===== src/rtl/game_player.sv =====
// Match controller for a step-counter game: loads a seed, cycles step commands, ends on GAMEOVER or timeout.
// Optional per-match WINNER/LOSER tallies are built only when GAME_PLAYER_SCOREBOARD_EN is defined.
module game_player #(
  parameter int WIDTH      = 4,
  parameter int MAX_CYCLES = 1023
) (
  input  logic             clk,
  input  logic             rst,
  input  logic             start,
  input  logic [WIDTH-1:0] seed_value,
  input  logic [3:0]       phase_len,
  input  logic             WINNER,
  input  logic             LOSER,
  input  logic             GAMEOVER,
  input  logic [1:0]       WHO,
  output logic             INIT,
  output logic [1:0]       control,
  output logic [WIDTH-1:0] load_value,
  output logic             busy,
  output logic             done,
  output logic [1:0]       result,
  output logic             timeout,
  output logic [3:0]       win_seen,
  output logic [3:0]       lose_seen
);

  typedef enum logic [1:0] {IDLE, LOAD, RUN, DONE} state_t;

  localparam logic [9:0] CYC_LAST = 10'(MAX_CYCLES - 1);

  state_t     state, state_nxt;
  logic [3:0] phase;
  logic [1:0] step;
  logic [9:0] cyc;
  logic       phase_end;
  logic       cyc_end;

  // phase_len of 0 wraps to 15 here, giving a 16-cycle phase for free
  assign phase_end = (phase == phase_len - 4'd1);
  assign cyc_end   = (cyc == CYC_LAST);

  always_ff @(posedge clk or posedge rst) begin
    if (rst) state <= IDLE;
    else     state <= state_nxt;
  end

  always_comb begin
    state_nxt = state;
    case (state)
      IDLE:    if (start) state_nxt = LOAD;
      LOAD:    state_nxt = RUN;
      RUN:     if (GAMEOVER || cyc_end) state_nxt = DONE;
      DONE:    state_nxt = IDLE;
      default: state_nxt = IDLE;
    endcase
  end

  always_comb begin
    INIT    = (state == LOAD);
    busy    = (state == LOAD) || (state == RUN);
    done    = (state == DONE);
    control = (state == RUN) ? step : 2'b00;
  end

  always_ff @(posedge clk or posedge rst) begin
    if (rst) begin
      load_value <= '0;
      result     <= 2'b00;
      timeout    <= 1'b0;
      phase      <= 4'd0;
      step       <= 2'b00;
      cyc        <= 10'd0;
    end else begin
      case (state)
        IDLE: if (start) begin
          load_value <= seed_value;
          result     <= 2'b00;
          timeout    <= 1'b0;
          phase      <= 4'd0;
          step       <= 2'b00;
          cyc        <= 10'd0;
        end
        RUN: begin
          cyc <= cyc + 10'd1;
          if (phase_end) begin
            phase <= 4'd0;
            step  <= step + 2'd1;
          end else begin
            phase <= phase + 4'd1;
          end
          // a real game result beats a coincident timeout
          if (GAMEOVER) begin
            result  <= WHO;
            timeout <= 1'b0;
          end else if (cyc_end) begin
            result  <= 2'b00;
            timeout <= 1'b1;
          end
        end
        default: ;
      endcase
    end
  end

`ifdef GAME_PLAYER_SCOREBOARD_EN
  always_ff @(posedge clk or posedge rst) begin
    if (rst) begin
      win_seen  <= 4'd0;
      lose_seen <= 4'd0;
    end else if (state == IDLE && start) begin
      win_seen  <= 4'd0;
      lose_seen <= 4'd0;
    end else if (state == RUN) begin
      if (WINNER && win_seen != 4'd15)  win_seen  <= win_seen + 4'd1;
      if (LOSER  && lose_seen != 4'd15) lose_seen <= lose_seen + 4'd1;
    end
  end
`else
  logic unused_events;
  assign unused_events = WINNER ^ LOSER;
  assign win_seen  = 4'd0;
  assign lose_seen = 4'd0;
`endif

endmodule


===== config.mk =====
export PLATFORM = sky130hd
export DESIGN_NAME = game_player
export DESIGN_NICKNAME = d
export VERILOG_FILES = /design/src/rtl/game_player.sv
export SDC_FILE = /design/constraint.sdc
export NUM_CORES = 1
export LEC_CHECK = 0
export ABC_AREA = 1
export BUFFER_PORTS_ARGS = -buffer_cell sky130_fd_sc_hd__buf_4
export CELL_PAD_IN_SITES_DETAIL_PLACEMENT = 0
export CELL_PAD_IN_SITES_GLOBAL_PLACEMENT = 1
export CORE_AREA = 3 3 66 68
export CTS_BUF_LIST = sky130_fd_sc_hd__clkbuf_8
export DETAILED_ROUTE_END_ITERATION = 12
export DIE_AREA = 0 0 69 71
export PLACE_DENSITY = 0.86
export SLEW_MARGIN = 5
export SYNTH_ARGS = -nofsm -noshare
export SYNTH_HDL_FRONTEND = slang
export SYNTH_SLANG_ARGS = --single-unit

===== constraint.sdc =====
create_clock -name clk -period 1.8 [get_ports clk]
set_clock_uncertainty 0.05 [all_clocks]
set_input_delay 0.09 -clock clk [delete_from_list [all_inputs] [get_ports clk]]
set_output_delay 0.09 -clock clk [all_outputs]
set_load 0.005 [all_outputs]

[Word level (Yosys, flattened, before mapping)]
Cells that the tools add are included.
Widths: inputs -> output; s select.
Word-level totals
  bits in registers: 25
  output and inout port bits: 20
  logic and storage cells: 48
Operators by class
  add/subtract/negate cells: 4
  equal/unequal tests: 9
  multiplexer cells: 19
  reduce and logical (&&, ||, !) cells: 9
Operators with widths (number)
  $pmux 10 s2: 1
  $mux 2: 7
  $add 10x1->10 const B: 1
  $eq 10x10->1 const B: 1
  $mux 10: 1
  $mux 4: 2
  $pmux 2 s2: 2
  $pmux 2 s4: 1
  $pmux 4 s2: 1
  $ne 2x2->1 const B: 3
  $reduce_and 2->1: 3
  $reduce_and 3->1: 2
  $add 4x1->4 const B: 1
  $eq 2x2->1 const B: 2
  $eq 4x4->1: 1
  $sub 4x1->4 const B: 1
  $mux 1: 3
  $ne 3x3->1 const B: 1
  $add 2x1->2 const B: 1
  $eq 2x1->1 const B: 1
  $logic_not 2->1: 1
  $logic_or 1x1->1: 2
  $pmux 1 s2: 1
  $reduce_bool 2->1: 1

[Depth between registers and ports, before layout]
Gate-level depths: netlist (run 1).
  depth in word-level cells: 4
  gate-level depth with buffers: 12
  gate-level depth less buffers: 12

[Least setup slack after synthesis (run 1)]
OpenSTA, ideal clock, no wires.
  path type: flip-flop to flip-flop
  from: register state[0]
  to: register cyc[8]
  library setup time: 0.123 ns
  arrival time: 1.430 ns
  slack: 0.197 ns
  cell stages (with the launch flop): 11
  clock period less this slack: 1.603 ns
  cells stage by stage: dfrtp_1 -> inv_1 -> ha_1 -> buf_4 -> inv_4 -> o21ai_4 -> inv_4 -> nor2_1 -> nand2_1 -> o21ai_0 -> a21oi_1
On the way
  longest elaborated chain between the ends: 3
  elaborated cells between the ends (all ways): 6
  those cells by class: 2 x eq/ne; 1 x mux; 3 x reduce/logical
Ends and longest elaborated chain
  start: declaration: line 31  | state_t state, state_nxt;
  start signal: assignment: line 44  | else state <= state_nxt;
  $eq 2x2->1 or $logic_not 2->1 (tied branches): line 74  | case (state)
  $reduce_bool 2->1 (no source line) or $ne 2x2->1 (tied branches)
  $reduce_and 2->1 (no source line)
  end signal: assignment: line 84  | cyc <= cyc + 10'd1;
  end: declaration: line 34  | logic [9:0] cyc;
Several ways; a longest one is shown, not always the timed one.
A chain may end at the register's enable or synchronous reset.

[Worst setup path after layout (run 1)]
  from: register state[1]
  to: register cyc[7]
Same word-level chain as after synthesis.

==> results of run 1 <==
## state kept, by name, summed over array words and instances, names as in the netlist
register and cells:
cyc 10, state 2, phase 4, result 2, timeout 1, step 2, load_value 4
## cells by family after synthesis
kind of cell | after synthesis | share of synthesized area
fa+ha+maj | 9 | 0.0734
buf+inv | 38 | 0.121
other cells | 1 | 0.00244
xor+xnor | 4 | 0.0228
simple gates | 108 | 0.301
compound gates | 19 | 0.0718
flops | 25 | 0.408
## cells in the final DEF, fill, tap and decap left out, types with 2 or more instances in the layout
| cell type | instances |
|---|---|
| o21ai_0 | 11 |
| inv_4 | 2 |
| dlygate4sd3_1 | 5 |
| nand2_1 | 66 |
| nand2_2 | 2 |
| a21oi_1 | 4 |
| dfrtp_1 | 25 |
| conb_1 | 8 |
| buf_4 | 34 |
| ha_2 | 2 |
| nor3_1 | 2 |
| clkbuf_8 | 3 |
| xor2_1 | 3 |
| nand4_1 | 5 |
| nand3_1 | 11 |
| ha_1 | 7 |
| inv_1 | 26 |
| nor2_1 | 18 |
## power by group
part	total (mW)	leakage (nW)	switching, mW	internal, mW
Combinational	1.14	0.689	0.611	0.530
Sequential	0.886	0.333	0.155	0.731
Clock	0.336	0.0269	0.183	0.153
Total	2.36	1.05	0.949	1.41
## per-layer routing
layer  GRT usage  vias up  part of all wire
li1            -      701                 -
met1       0.160      611              0.47
met2       0.225       22              0.47
met3      0.0241        4             0.042
met4      0.0651        0             0.019
met5           0        -                 0
## repair_timing
action | CTS | global route
resized for setup | 0 | 5
endpoints found under the hold margin | 29 | 0
setup endpoints to repair | 0 | 7
buffers inserted | 0 | 3
hold buffers | 5 | 0
## per-stage QoR
step	cells	setup TNS [ps]	hold slack (ps)	power, mW
finish	294	0	46.6	2.36
global route	294	-4.61	70.9	2.61
CTS	291	0	45.3	2.35
detailed placement	282	0	125	1.99
global placement	282	0	122	1.97
floorplan	211	0	67.3	1.58
## area by class of cell
type / count / area, µm²
Clock inverter: 1 / 3.75
Inverter: 28 / 110
Fill cell: 441 / 2010
Clock buffer: 3 / 41.3
Tap cell: 50 / 62.6
Timing Repair Buffer: 39 / 305
Multi-Input combinational cell: 148 / 758
Sequential cell: 25 / 626
## worst reg2reg max path: cells and delay by family, from the launching register on
family	cells	cell delay, ps
compound gates	3	290
fa+ha+maj	1	230
flops	1	420
simple gates	3	300
buf+inv	2	210
## worst paths after layout
| path | start | to | slack (ps) |
|---|---|---|---|
| worst max-delay path | state[1]$_DFFE_PP0P_ | cyc[7]$_DFFE_PP0P_ | 170 |
| worst min-delay path | WHO[0] | result[0]$_DFFE_PP0P_ | 50 |
| worst max register to register | state[1]$_DFFE_PP0P_ | cyc[7]$_DFFE_PP0P_ | 170 |
| worst min register to register | load_value[0]$_DFFE_PP0P_ | load_value[0]$_DFFE_PP0P_ | 440 |
| max in group asynchronous | rst | cyc[0]$_DFFE_PP0P_ | 1090 |
| min in group asynchronous | rst | state[1]$_DFFE_PP0P_ | 370 |
==> impl_metrics.json, run 1 <==
{
  "status": "finished clean",
  "insertedDiodeCount": 0,
  "cp_slowest_cell": "dfrtp_1",
  "pre_cts_slack_ps": 77.4,
  "hold_path.class": "in -> reg",
  "synth_cell_types": 22,
  "initial_utilization": 0.392,
  "synthTopCellsByArea": "dfrtp_1, nand2_1, ha_1, inv_1, buf_4",
  "rows": 23,
  "num_vias": 1338,
  "crit_path_cell_trace": "inv_1 -> ha_2 -> nand2_2 -> o21ai_4 -> inv_4 -> nor2_2 -> nand2_1 -> o21ai_0 -> a21oi_1",
  "grt_first_pass_wirelength_um": 5330,
  "dp_hpwl_um": 2200,
  "fmax_ghz": 0.614,
  "synth_seq_cells": 25,
  "grt_max_degree": 26,
  "cp.depth": 9,
  "vdd_drop_max_uv": 881,
  "crit_buf_inv": 2,
  "die_area_um2": 4900,
  "power_density_nw_per_um2": 1240,
  "synth-edff-count": 0,
  "dr.pass1.iters": 2,
  "final_layout_size_suffix_gt1_frac": 0.205,
  "post-synth-top-count-cell": "nand2_1",
  "cp-start-kind": "flip-flop",
  "fin_crit_sh": 0.904,
  "drv_cap": 0,
  "endpoint_kind": "flip-flop",
  "rsz0062_at_grt": "yes",
  "postSynthCellCount": 204,
  "grt_use_total": 0.132,
  "place.gp.congestion": 0.729,
  "ys.flop_type": "dfrtp_1",
  "cts-buffers-inserted": 3,
  "htree_levels": 1,
  "final_nets": 270,
  "crit_required_ps": 1910,
  "area_growth_pct": 24.3,
  "synth_top_area_frac": 0.408,
  "crit_family": "flip-flops",
  "io_buffers": 25,
  "fin_crit_ps": 1630,
  "async_flop_share": 1.00,
  "overflow": 0,
  "grt_pass1_vias": 1273,
  "routed_wl_um": 2960,
  "yosysWarnings": 0,
  "post_dp_cell_area_um2": 1780,
  "die_h_um": 71,
  "wl_per_cell_um": 10.1,
  "cts_root_buf": "clkbuf_8",
  "slew_violations": 0,
  "drc": 0,
  "leakage_nw": 1.05,
  "path_clk_slew_ps": 90,
  "antenna_found_initial": 0,
  "detail_route.vias_per_cell": 4.55,
  "die_w_um": 69,
  "drtIter0Drc": 35,
  "clk_latency_ps": 270,
  "syn_area_um2": 1530,
  "fin_ws_ps": 172,
  "cts_buffer_depth": 2,
  "crit_fanout": 7,
  "holdPathStages": 3,
  "critPathKind": "reg -> reg",
  "finalSetupViolCount": 0,
  "cts_tree": "yes",
  "critPathMaxStageDelay_ps": 420,
  "hold_violations": 0,
  "crit_arrival_ps": 1740,
  "ys_seq_area_frac": 0.408,
  "yosys-top-cells-count": "nand2_1, inv_1, dfrtp_1",
  "fin_util": 0.487,
  "ant_nets": 0,
  "r2r_cells": 9,
  "pin_count": 36,
  "syn_avg_cell_area_um2": 7.52,
  "numClockSinks": 25,
  "coreArea_um2": 3910,
  "fin_area_um2": 1910,
  "synth.largest_area_cell": "dfrtp_1"
}
No activity file was read; power rests on OpenSTA's default activity.
==> inputs of run 2 (changes only) <==
--- a/config.mk
+++ b/config.mk
@@ -10,7 +10,7 @@
 export CELL_PAD_IN_SITES_DETAIL_PLACEMENT = 0
 export CELL_PAD_IN_SITES_GLOBAL_PLACEMENT = 1
 export CORE_AREA = 3 3 66 68
-export CTS_BUF_LIST = sky130_fd_sc_hd__clkbuf_8
+export CTS_BUF_LIST = sky130_fd_sc_hd__clkbuf_4
 export DETAILED_ROUTE_END_ITERATION = 12
 export DIE_AREA = 0 0 69 71
 export PLACE_DENSITY = 0.86
==> run 2 against run 1 <==
Compared with the run above:
- the run now ends with negative hold slack left
- clock power decreased by 18%
- fmax is 1.5% lower
- wire length increased by 1.0%
- utilization up 0.83 points
- sequential power grew 0.6%
- flip-flop and latch count did not move
- clock-buffer cell count grew 1
- first-iteration DRC count shrank 17%
- critical path depth down 1
- setup slack got worse by 25 ps
- final cell count grew 1.0%
- total power rose by 0.38%
- critical endpoint unchanged
==> impl_metrics.json, run 2 (synthesis results as in run 1) <==
{
  "status": "finished, violations left",
  "violations": "negative hold slack",
  "clk_latency_ps": 320,
  "p_comb_frac": 0.508,
  "drtIter0Drc": 29,
  "power_frac_clock": 0.116,
  "critPathKind": "reg -> reg",
  "stdcell_count": 297,
  "crit_required_ps": 1960,
  "final_layout_size_suffix_gt1_frac": 0.211,
  "place.gp.congestion": 0.729,
  "hold_path.class": "in -> reg",
  "grt_first_pass_wirelength_um": 5330,
  "finalSetupViolCount": 0,
  "grt_pass1_vias": 1281,
  "topRoutingLayerUsed": "met4",
  "cp-start-kind": "flip-flop",
  "wl_per_cell_um": 10.1,
  "dr.pass1.iters": 3,
  "drc": 0,
  "antenna_found_initial": 0,
  "tns_ps": 0,
  "num_vias": 1346,
  "crit_arrival_ps": 1820,
  "holdPathStages": 3,
  "nFillCells": 424,
  "leakage_nw": 1.06,
  "pin_count": 36,
  "p_switching_mw": 0.967,
  "cts_root_buf": "clkbuf_4",
  "hold_slack_ps": -0.818,
  "final_nets": 273,
  "seqPwrFrac": 0.376,
  "slew_violations": 0,
  "top_regs": "cyc (10), load_value (4), phase (4)",
  "layout_commonest_cell": "nand2_1",
  "die_w_um": 69,
  "hold_violations": 1,
  "coreArea_um2": 3910,
  "cts_tree": "yes",
  "power_switching_share": 0.408,
  "rows": 23,
  "largest_reg_flops": 10,
  "power_density_nw_per_um2": 1220,
  "crit_fanout": 7,
  "insertedDiodeCount": 0,
  "regArea_um2": 626,
  "ant_nets": 0,
  "top_register": "cyc",
  "overflow": 0,
  "initial_utilization": 0.392,
  "drv_cap": 0,
  "grt_max_degree": 26,
  "die_h_um": 71,
  "dp_hpwl_um": 2200,
  "multi_input_area_um2": 778,
  "die_area_um2": 4900,
  "path_clk_slew_ps": 150,
  "drt-met1-wl_um": 1390,
  "final_cell_mix": "nand2_1, buf_4, inv_1, dfrtp_1, nor2_1",
  "r2r_cells": 8,
  "grt_use_total": 0.129,
  "wl_met2_um": 1440,
  "numClockSinks": 25,
  "fin_crit_sh": 0.918,
  "fin_crit_ps": 1650,
  "p_int_mw": 1.40,
  "cts_buffer_depth": 2,
  "routed_wl_um": 2990,
  "area_growth_pct": 26.4,
  "detail_route.vias_per_cell": 4.53,
  "cts-buffers-inserted": 3,
  "io_buffers": 25,
  "endpoint_kind": "flip-flop",
  "dp.cells": 282,
  "htree_levels": 1,
  "fmax_ghz": 0.605,
  "vdd_drop_max_uv": 703,
  "wl_met3_um": 121
}
[run 2: changes by cell type in the layout (fill, tap and decap cells not counted), sizes merged]
cell	previous run	this run
dlygate4sd3	5	7
buf	34	35
inv	29	28
clkbuf	3	4
[run 2: final timing paths]
path	from	to	slack, ps
hold / removal	GAMEOVER	result[1]$_DFFE_PP0P_	-0.8
max in group asynchronous	rst	cyc[4]$_DFFE_PP0P_	1140
min in group asynchronous	rst	state[1]$_DFFE_PP0P_	310
hold reg to reg	cyc[5]$_DFFE_PP0P_	cyc[5]$_DFFE_PP0P_	460
setup reg to reg	state[1]$_DFFE_PP0P_	cyc[7]$_DFFE_PP0P_	150
setup / recovery	state[1]$_DFFE_PP0P_	cyc[7]$_DFFE_PP0P_	150
[run 2: through the flow]
stage / instance area, µm² / hold slack, ps / util / power (mW) / worst slack, ps
final: 1940 / -0.818 / 0.496 / 2.37 / 147
after global routing: 1940 / 16.1 / 0.496 / 2.62 / -17.0
after CTS: 1880 / 3.49 / 0.480 / 2.29 / 48.9
after detailed placement: 1780 / 125 / 0.455 / 1.99 / 77.4
after global placement: 1780 / 122 / 0.455 / 1.97 / 130
after floorplan: 1560 / 67.3 / - / 1.58 / 197
[run 2: final cells by class]
cell class                      count  area share
Inverter                           28      0.0568
Tap cell                           50      0.0323
Clock buffer                        4      0.0155
Sequential cell                    25       0.323
Timing Repair Buffer               42       0.172
Multi-Input combinational cell    148       0.401
[run 2: critical path: stages, from the launching register on]
cell,delay (ps)
dfrtp_1,460
inv_1,130
ha_4,200
o21ai_4,210
inv_4,90
nor2_2,130
nand2_1,80
o21ai_0,140
a21oi_1,50
[run 2: per-layer routing]
metal | vias to the layer above | GRT usage
li1 | 704 | -
met1 | 620 | 0.162
met2 | 20 | 0.224
met3 | 2 | 0.0241
met4 | 0 | 0.0456
met5 | - | 0
[run 2: power groups by stage]
stage                     clock network [mW]  logic (mW)  registers, mW
final                                  0.275        1.21          0.891
after global placement                     0        1.08          0.891
after detailed placement                   0        1.10          0.893
after floorplan                            0       0.713          0.872
after global routing                   0.299        1.40          0.920
after CTS                              0.288        1.12          0.885
[run 2: repair_timing]
action                                  4_1_cts  5_1_grt
hold buffers                                  7        0
endpoints found under the setup margin        0        7
resized for setup                             0        7
hold endpoints to repair                     31        0
buffers inserted                              0        4
